### src/rtl/ysyx_22041211_lsu_if.sv
// Bundle of the LSU's execute-side, memory-side and writeback-side handshakes.
// The slave modport is the LSU itself; master is the surrounding pipeline/memory.
interface ysyx_22041211_lsu_if #(
    parameter int DATA_LEN = 32,
    parameter int ADDR_LEN = 32
);
    logic                in_valid_i;
    logic                in_ready_o;
    logic                wd_i;
    logic [4:0]          wreg_i;
    logic [DATA_LEN-1:0] alu_result_i;
    logic [DATA_LEN-1:0] mem_wdata_i;
    logic [2:0]          load_type_i;
    logic [1:0]          store_type_i;

    logic                mem_req_o;
    logic                mem_we_o;
    logic [ADDR_LEN-1:0] mem_addr_o;
    logic [DATA_LEN-1:0] mem_wdata_o;
    logic [3:0]          mem_wstrb_o;
    logic                mem_gnt_i;
    logic                mem_rvalid_i;
    logic [DATA_LEN-1:0] mem_rdata_i;

    logic                out_valid_o;
    logic                out_ready_i;
    logic                wd_o;
    logic [4:0]          wreg_o;
    logic [DATA_LEN-1:0] wdata_o;
    logic                misalign_o;

    modport slave (
        input  in_valid_i, wd_i, wreg_i, alu_result_i, mem_wdata_i, load_type_i, store_type_i,
        input  mem_gnt_i, mem_rvalid_i, mem_rdata_i, out_ready_i,
        output in_ready_o, mem_req_o, mem_we_o, mem_addr_o, mem_wdata_o, mem_wstrb_o,
        output out_valid_o, wd_o, wreg_o, wdata_o, misalign_o
    );

    modport master (
        output in_valid_i, wd_i, wreg_i, alu_result_i, mem_wdata_i, load_type_i, store_type_i,
        output mem_gnt_i, mem_rvalid_i, mem_rdata_i, out_ready_i,
        input  in_ready_o, mem_req_o, mem_we_o, mem_addr_o, mem_wdata_o, mem_wstrb_o,
        input  out_valid_o, wd_o, wreg_o, wdata_o, misalign_o
    );
endinterface

### src/rtl/ysyx_22041211_lsu.sv
// Multicycle load/store unit: one instruction in flight, req/gnt/rvalid memory port,
// load alignment/extension and a registered valid/ready result towards writeback.
module ysyx_22041211_lsu #(
    parameter int DATA_LEN = 32,
    parameter int ADDR_LEN = 32
) (
    input  logic               clk,
    input  logic               rst,
    ysyx_22041211_lsu_if.slave bus
);

    typedef enum logic [1:0] {IDLE, REQ, WAIT, DONE} state_t;

    localparam logic [2:0] LB  = 3'd1;
    localparam logic [2:0] LBU = 3'd2;
    localparam logic [2:0] LH  = 3'd3;
    localparam logic [2:0] LHU = 3'd4;
    localparam logic [2:0] LW  = 3'd5;
    localparam logic [1:0] SB  = 2'd1;
    localparam logic [1:0] SH  = 2'd2;
    localparam logic [1:0] SW  = 2'd3;

    function automatic logic is_load_type(input logic [2:0] lt);
        return (lt >= LB) && (lt <= LW);
    endfunction

    // A request carrying both a load and a store type is handled as the load.
    function automatic logic check_misalign(input logic [2:0] lt, input logic [1:0] st,
                                            input logic [1:0] off);
        if (is_load_type(lt)) begin
            case (lt)
                LH, LHU: return off[0];
                LW:      return |off;
                default: return 1'b0;
            endcase
        end
        case (st)
            SH:      return off[0];
            SW:      return |off;
            default: return 1'b0;
        endcase
    endfunction

    function automatic logic [3:0] store_strb(input logic [1:0] st, input logic [1:0] off);
        case (st)
            SB:      return 4'b0001 << off;
            SH:      return 4'b0011 << off;
            SW:      return 4'b1111;
            default: return 4'b0000;
        endcase
    endfunction

    function automatic logic [DATA_LEN-1:0] store_data(input logic [1:0] st,
                                                       input logic [DATA_LEN-1:0] d);
        case (st)
            SB:      return {4{d[7:0]}};
            SH:      return {2{d[15:0]}};
            default: return d;
        endcase
    endfunction

    function automatic logic [DATA_LEN-1:0] load_extend(input logic [2:0] lt, input logic [1:0] off,
                                                        input logic [DATA_LEN-1:0] rdata);
        logic [DATA_LEN-1:0] sh;
        sh = rdata >> {off, 3'b000};
        case (lt)
            LB:      return {{(DATA_LEN-8){sh[7]}}, sh[7:0]};
            LBU:     return {{(DATA_LEN-8){1'b0}}, sh[7:0]};
            LH:      return {{(DATA_LEN-16){sh[15]}}, sh[15:0]};
            LHU:     return {{(DATA_LEN-16){1'b0}}, sh[15:0]};
            default: return sh;
        endcase
    endfunction

    state_t              state;
    logic                in_ready_r;
    logic                mem_req_r;
    logic                mem_we_r;
    logic [ADDR_LEN-1:0] mem_addr_r;
    logic [DATA_LEN-1:0] mem_wdata_r;
    logic [3:0]          mem_wstrb_r;
    logic                out_valid_r;
    logic                wd_r;
    logic [4:0]          wreg_r;
    logic [DATA_LEN-1:0] wdata_r;
    logic                misalign_r;

    logic [2:0]          load_type_p0;
    logic [1:0]          off_p0;
    logic                wd_p0;

    logic                accept;
    logic                is_load;
    logic                is_store;
    logic                misaligned;
    logic [1:0]          off;

    always_comb begin
        accept     = in_ready_r && bus.in_valid_i;
        off        = bus.alu_result_i[1:0];
        is_load    = is_load_type(bus.load_type_i);
        is_store   = !is_load && (bus.store_type_i != 2'd0);
        misaligned = check_misalign(bus.load_type_i, bus.store_type_i, off);
    end

    // in_ready_r is a register so it reads 0 while rst is held and rises on the
    // first clean edge in IDLE; acceptance is gated by it, not by the state alone.
    always_ff @(posedge clk) begin
        if (rst) begin
            state        <= IDLE;
            in_ready_r   <= 1'b0;
            mem_req_r    <= 1'b0;
            mem_we_r     <= 1'b0;
            mem_addr_r   <= '0;
            mem_wdata_r  <= '0;
            mem_wstrb_r  <= '0;
            out_valid_r  <= 1'b0;
            wd_r         <= 1'b0;
            wreg_r       <= '0;
            wdata_r      <= '0;
            misalign_r   <= 1'b0;
            load_type_p0 <= '0;
        end else begin
            case (state)
                IDLE: begin
                    in_ready_r <= 1'b1;
                    if (accept) begin
                        in_ready_r   <= 1'b0;
                        load_type_p0 <= bus.load_type_i;
                        off_p0       <= off;
                        wd_p0        <= bus.wd_i;
                        wreg_r       <= bus.wreg_i;
                        misalign_r   <= misaligned;
                        wd_r         <= 1'b0;
                        wdata_r      <= bus.alu_result_i;
                        if (misaligned) begin
                            state       <= DONE;
                            out_valid_r <= 1'b1;
                        end else if (is_load || is_store) begin
                            state       <= REQ;
                            mem_req_r   <= 1'b1;
                            mem_we_r    <= is_store;
                            mem_addr_r  <= {bus.alu_result_i[ADDR_LEN-1:2], 2'b00};
                            mem_wdata_r <= is_store ? store_data(bus.store_type_i, bus.mem_wdata_i) : '0;
                            mem_wstrb_r <= is_store ? store_strb(bus.store_type_i, off) : 4'b0000;
                        end else begin
                            state       <= DONE;
                            out_valid_r <= 1'b1;
                            wd_r        <= bus.wd_i;
                        end
                    end
                end
                REQ: begin
                    if (bus.mem_gnt_i) begin
                        mem_req_r   <= 1'b0;
                        mem_we_r    <= 1'b0;
                        mem_wstrb_r <= 4'b0000;
                        if (mem_we_r) begin
                            state       <= DONE;
                            out_valid_r <= 1'b1;
                            wdata_r     <= '0;
                        end else begin
                            state <= WAIT;
                        end
                    end
                end
                WAIT: begin
                    if (bus.mem_rvalid_i) begin
                        state       <= DONE;
                        out_valid_r <= 1'b1;
                        wd_r        <= wd_p0;
                        wdata_r     <= load_extend(load_type_p0, off_p0, bus.mem_rdata_i);
                    end
                end
                DONE: begin
                    if (bus.out_ready_i) begin
                        state       <= IDLE;
                        out_valid_r <= 1'b0;
                        in_ready_r  <= 1'b1;
                    end
                end
                default: state <= IDLE;
            endcase
        end
    end

    assign bus.in_ready_o  = in_ready_r;
    assign bus.mem_req_o   = mem_req_r;
    assign bus.mem_we_o    = mem_we_r;
    assign bus.mem_addr_o  = mem_addr_r;
    assign bus.mem_wdata_o = mem_wdata_r;
    assign bus.mem_wstrb_o = mem_wstrb_r;
    assign bus.out_valid_o = out_valid_r;
    assign bus.wd_o        = wd_r;
    assign bus.wreg_o      = wreg_r;
    assign bus.wdata_o     = wdata_r;
    assign bus.misalign_o  = misalign_r;

endmodule

### src/flat_wrapper.sv
// flat-port wrapper written by rule: the top's interface ports become plain ports
module ysyx_22041211_lsu_flat 
#(
    parameter int DATA_LEN = 32,
    parameter int ADDR_LEN = 32
)
  (clk, rst, bus_in_valid_i, bus_wd_i, bus_wreg_i, bus_alu_result_i, bus_mem_wdata_i, bus_load_type_i, bus_store_type_i, bus_mem_gnt_i, bus_mem_rvalid_i, bus_mem_rdata_i, bus_out_ready_i, bus_in_ready_o, bus_mem_req_o, bus_mem_we_o, bus_mem_addr_o, bus_mem_wdata_o, bus_mem_wstrb_o, bus_out_valid_o, bus_wd_o, bus_wreg_o, bus_wdata_o, bus_misalign_o);
  ysyx_22041211_lsu_if #(.DATA_LEN(DATA_LEN), .ADDR_LEN(ADDR_LEN)) bus_i ();
  input  logic clk;
  input  logic rst;
  input wire logic [$bits(bus_i.in_valid_i)-1:0] bus_in_valid_i;
  input wire logic [$bits(bus_i.wd_i)-1:0] bus_wd_i;
  input wire logic [$bits(bus_i.wreg_i)-1:0] bus_wreg_i;
  input wire logic [$bits(bus_i.alu_result_i)-1:0] bus_alu_result_i;
  input wire logic [$bits(bus_i.mem_wdata_i)-1:0] bus_mem_wdata_i;
  input wire logic [$bits(bus_i.load_type_i)-1:0] bus_load_type_i;
  input wire logic [$bits(bus_i.store_type_i)-1:0] bus_store_type_i;
  input wire logic [$bits(bus_i.mem_gnt_i)-1:0] bus_mem_gnt_i;
  input wire logic [$bits(bus_i.mem_rvalid_i)-1:0] bus_mem_rvalid_i;
  input wire logic [$bits(bus_i.mem_rdata_i)-1:0] bus_mem_rdata_i;
  input wire logic [$bits(bus_i.out_ready_i)-1:0] bus_out_ready_i;
  output wire logic [$bits(bus_i.in_ready_o)-1:0] bus_in_ready_o;
  output wire logic [$bits(bus_i.mem_req_o)-1:0] bus_mem_req_o;
  output wire logic [$bits(bus_i.mem_we_o)-1:0] bus_mem_we_o;
  output wire logic [$bits(bus_i.mem_addr_o)-1:0] bus_mem_addr_o;
  output wire logic [$bits(bus_i.mem_wdata_o)-1:0] bus_mem_wdata_o;
  output wire logic [$bits(bus_i.mem_wstrb_o)-1:0] bus_mem_wstrb_o;
  output wire logic [$bits(bus_i.out_valid_o)-1:0] bus_out_valid_o;
  output wire logic [$bits(bus_i.wd_o)-1:0] bus_wd_o;
  output wire logic [$bits(bus_i.wreg_o)-1:0] bus_wreg_o;
  output wire logic [$bits(bus_i.wdata_o)-1:0] bus_wdata_o;
  output wire logic [$bits(bus_i.misalign_o)-1:0] bus_misalign_o;
  assign bus_i.in_valid_i = bus_in_valid_i;
  assign bus_i.wd_i = bus_wd_i;
  assign bus_i.wreg_i = bus_wreg_i;
  assign bus_i.alu_result_i = bus_alu_result_i;
  assign bus_i.mem_wdata_i = bus_mem_wdata_i;
  assign bus_i.load_type_i = bus_load_type_i;
  assign bus_i.store_type_i = bus_store_type_i;
  assign bus_i.mem_gnt_i = bus_mem_gnt_i;
  assign bus_i.mem_rvalid_i = bus_mem_rvalid_i;
  assign bus_i.mem_rdata_i = bus_mem_rdata_i;
  assign bus_i.out_ready_i = bus_out_ready_i;
  assign bus_in_ready_o = bus_i.in_ready_o;
  assign bus_mem_req_o = bus_i.mem_req_o;
  assign bus_mem_we_o = bus_i.mem_we_o;
  assign bus_mem_addr_o = bus_i.mem_addr_o;
  assign bus_mem_wdata_o = bus_i.mem_wdata_o;
  assign bus_mem_wstrb_o = bus_i.mem_wstrb_o;
  assign bus_out_valid_o = bus_i.out_valid_o;
  assign bus_wd_o = bus_i.wd_o;
  assign bus_wreg_o = bus_i.wreg_o;
  assign bus_wdata_o = bus_i.wdata_o;
  assign bus_misalign_o = bus_i.misalign_o;
  ysyx_22041211_lsu #(.DATA_LEN(DATA_LEN), .ADDR_LEN(ADDR_LEN)) u_core (.clk(clk), .rst(rst), .bus(bus_i));
endmodule
### config.mk
export PLATFORM = sky130hd
export DESIGN_NAME = ysyx_22041211_lsu_flat
export DESIGN_NICKNAME = d
export VERILOG_FILES = /design/src/rtl/ysyx_22041211_lsu_if.sv /design/src/rtl/ysyx_22041211_lsu.sv /design/src/flat_wrapper.sv
export SDC_FILE = /design/constraint.sdc
export NUM_CORES = 1
export LEC_CHECK = 0
export ABC_AREA = 1
export CORE_ASPECT_RATIO = 1.4
export CORE_MARGIN = 1.5
export CORE_UTILIZATION = 30
export CTS_CLUSTER_SIZE = 30
export DETAILED_ROUTE_END_ITERATION = 10
export PLACE_DENSITY_LB_ADDON = 0.15
export SETUP_SLACK_MARGIN = 0.2
export SYNTH_ARGS = -nofsm -noshare
export SYNTH_HDL_FRONTEND = slang
export SYNTH_SLANG_ARGS = --single-unit
### constraint.sdc
create_clock -name clk -period 5.6 [get_ports clk]
set_clock_uncertainty 0.1 [all_clocks]
set_input_delay 1.12 -clock clk [delete_from_list [all_inputs] [get_ports clk]]
set_output_delay 1.12 -clock clk [all_outputs]
set_load 0.01 [all_outputs]
==> results.md <==
- Crit end category: register
- Ys Warns: 0
- Die height: 170 um
- Largest net degree at the start of global routing: 64
- First-pass GRT wire length: 33.4 mm
- Full die area: 20700 um2
- Dpl ws: 1.51 ns
- Max Slew Vio Count: 0
- Post-synth top area share: 38.3%
- Pwr per Cell Area: 444 nW/um2
- Synth Area in Compound Gates: 20.2%
- Dpl cell area: 8200 um2
- CTS tree: built
- Cell Area, Synth: 5950 um2
- Routed wire per std cell: 16.5 um
- I/O Pins: 224
- CTS root buffer: clkbuf_16
- Rel. slew slack: 26.1%
- # port buffers: 221
- Total gr overflow: 0
- Clock buffer depth: 2
- Required time worst endpoint: 5.81 ns
- Pwr Total: 3.89 mW
- Count of different cell masters after synthesis: 36
- Via density: 4.89
- RSZ-0062 raised after global routing: no
- Post-Syn Instances: 871
- Final ANT Viol Nets: 0
- Most frequent cells in the layout: 221 x clkdlybuf4s50_1, 166 x nor2_1, 152 x nand2_1, 124 x o21ai_0, 114 x dfxtp_1
- Sequential cell area: 2370 um2
- Synth area leaders: dfxtp_1 38%, nor2_1 10%, o21ai_0 10%
- GP Congestion: 0.881
- Row count: 60
- Fin crit period: 3.63 ns
- Max cap viols: 0
- Setup TNS: 0 ns
- Combinational share of power: 42.4%
- Final setup fails: 0
- Htree depth: 4
- Area share of and/or/nand/nor cells after synthesis: 28.5%
- Net Sw Frac: 39.3%
- Hold crit path type: reg2reg
- Sink Count: 117
- Sequential power share: 30.6%
- Post-synthesis mux area share: 1.18%
- Largest family of logic cells by synthesized area: simple AND/OR/NAND/NOR gates
- Die W: 122 um
- Register bit total from synthesis: 117
- Final #Nets: 1182
- Post-Synth XOR/XNOR Area: 0%
- Final Hold Viols: 0
- Starting Density: 30.7%
- Postcts setup bufs: 0
- Register area share after synthesis: 39.9%
- FMAX: 276 MHz
- Leakage: 3.45 nW
- Total CTS buffers: 17
- DRC: 0
- Iteration-0 DRC Markers: 478
- GRT Resource Usage Total: 21.2%
- Final WL: 21.8 mm
- Syn_area_per_cell: 6.83 um2
- Internal: 2.37 mW
- CORE AREA: 19400 um2
- DR vias: 6461
- Reg clk slew, reported paths: 0.06 ns
- # resized after CTS: 0
- Hold WS: 0.365 ns
- Clock power share: 27.0%
- Area taken by multi-input logic gates: 3100 um2
- Peak supply drop: 0.198 mV
- Initial antenna violation count: 0
- Diodes inserted: 0
- Crit Path Max Fanout: 63
- Post-synth top area cell: dfxtp_1
- Vias in the first global route: 6136
- Final period util: 64.8%
- Share of post-route cells with drive strength above 1: 5.50%
- Worst-margin pin slew: 1.11 ns
- First-pass iteration count of the detailed router: 5
- Area Overhead vs Synth: 47.3%
- CP Launch Type: input port
- Fillers: 2032
- Crit path arrival time: 3.83 ns
- Commonest non-fill, non-tap cell in the layout: clkdlybuf4s50_1
- NetSw: 1.53 mW
- Post-DP HPWL: 16.1 mm
- Worst Path Class, Setup: in2reg
- Status: complete, no violations
- Final WS setup: 1.97 ns
- Clock Latency Late Sink: 0.42 ns
- Adder-Cell Fraction of Synth Area: 2.10%
- Hold_buf cts: 0
- Final non-filler cell area: 8760 um2
==> metrics by stage <==
step,util (%),instances
floorplan,-,872
detailed placement,42.3,1288
global placement,42.3,1288
CTS,45.3,1320
global route,45.3,1320
finish,45.3,1320
==> path summary, 6_finish.rpt <==
kind                                                              start                                       to  slack (ns)  cells past startpoint
worst max-delay path                                bus_store_type_i[0]   u_core.bus.mem_wdata_o[0]$_SDFFE_PP0P_        1.97                     12
worst min-delay path            u_core.bus.mem_wdata_o[22]$_SDFFE_PP0P_  u_core.bus.mem_wdata_o[22]$_SDFFE_PP0P_        0.37                      2
worst max register to register               u_core.off_p0[0]$_DFFE_PP_      u_core.bus.wdata_o[23]$_SDFFE_PP0P_        2.79                      7
worst min register to register  u_core.bus.mem_wdata_o[22]$_SDFFE_PP0P_  u_core.bus.mem_wdata_o[22]$_SDFFE_PP0P_        0.37                      2
==> cells in the mapped netlist, drive strengths merged <==
library cell and n:
a21oi 93, a22o 1, buf 29, clkbuf 29, clkinv 3, conb 1
dfxtp 114, edfxtp 3, ha 10, inv 36, mux2i 7, nand2 155
nand3 78, nand4 2, nor2 167, nor3 3, o211ai 5, o21ai 130
o21bai 1, o31ai 2, or2 2
==> area by class of cell <==
| cell class | instances | area share (%) |
|---|---|---|
| multi-input combinational | 658 | 35.4 |
| sequential | 117 | 27.1 |
| timing repair buffer | 226 | 25.7 |
| clock buffer | 17 | 4.85 |
| tap | 248 | 3.54 |
| inverter | 39 | 1.81 |
| clock inverter | 15 | 1.64 |
==> power groups by stage <==
stage / logic (mW) / clock network (mW) / registers [mW]
global route: 1.83 / 1.12 / 1.22
floorplan: 0.879 / 0 / 1.27
detailed placement: 1.66 / 0 / 1.21
CTS: 1.66 / 1.08 / 1.19
finish: 1.65 / 1.05 / 1.19
global placement: 1.65 / 0 / 1.21
==> sequential cells by signal (all words and copies together) (netlist names) <==
signal and count:
u_core.wd_p0 1, u_core.off_p0 2, u_core.bus.in_ready_o 1, u_core.bus.misalign_o 1
u_core.bus.mem_wstrb_o 4, u_core.bus.mem_req_o 1, u_core.bus.mem_addr_o 30, u_core.bus.wreg_o 5
u_core.bus.out_valid_o 1, u_core.bus.mem_wdata_o 32, u_core.bus.wdata_o 32, u_core.bus.wd_o 1
u_core.bus.mem_we_o 1, u_core.state 2, u_core.load_type_p0 3
==> routing by layer <==
metal,vias up,track usage (%),wire length (um)
met3,36,4.20,1440
met1,2909,26.2,9190
li1,3265,-,-
met2,251,35.0,10500
met4,0,9.97,685
met5,-,0,0
==> kinds of logic (layout without fill, tap and decap cells) <==
logic type / Yosys count / in the layout
AO/OA/AOI/OAI: 232 / 232
adder cells (fa/ha/maj): 10 / 10
buffers and inverters: 97 / 297
flip-flops: 117 / 117
multiplexers: 7 / 7
other: 1 / 2
AND/OR/NAND/NOR: 407 / 407
==> worst max-delay path: stages <==
cell             delay [ns]
clkdlybuf4s50_1        0.45
inv_1                  0.13
ha_1                   0.43
nand2_1                0.13
nand2_1                0.09
nand2_1                0.07
nand3_2                0.13
nor2_4                 0.05
nand2_4                0.48
clkinv_8               0.38
o21ai_0                0.26
nor2_1                 0.05
(Power assumes the default switching activity.)
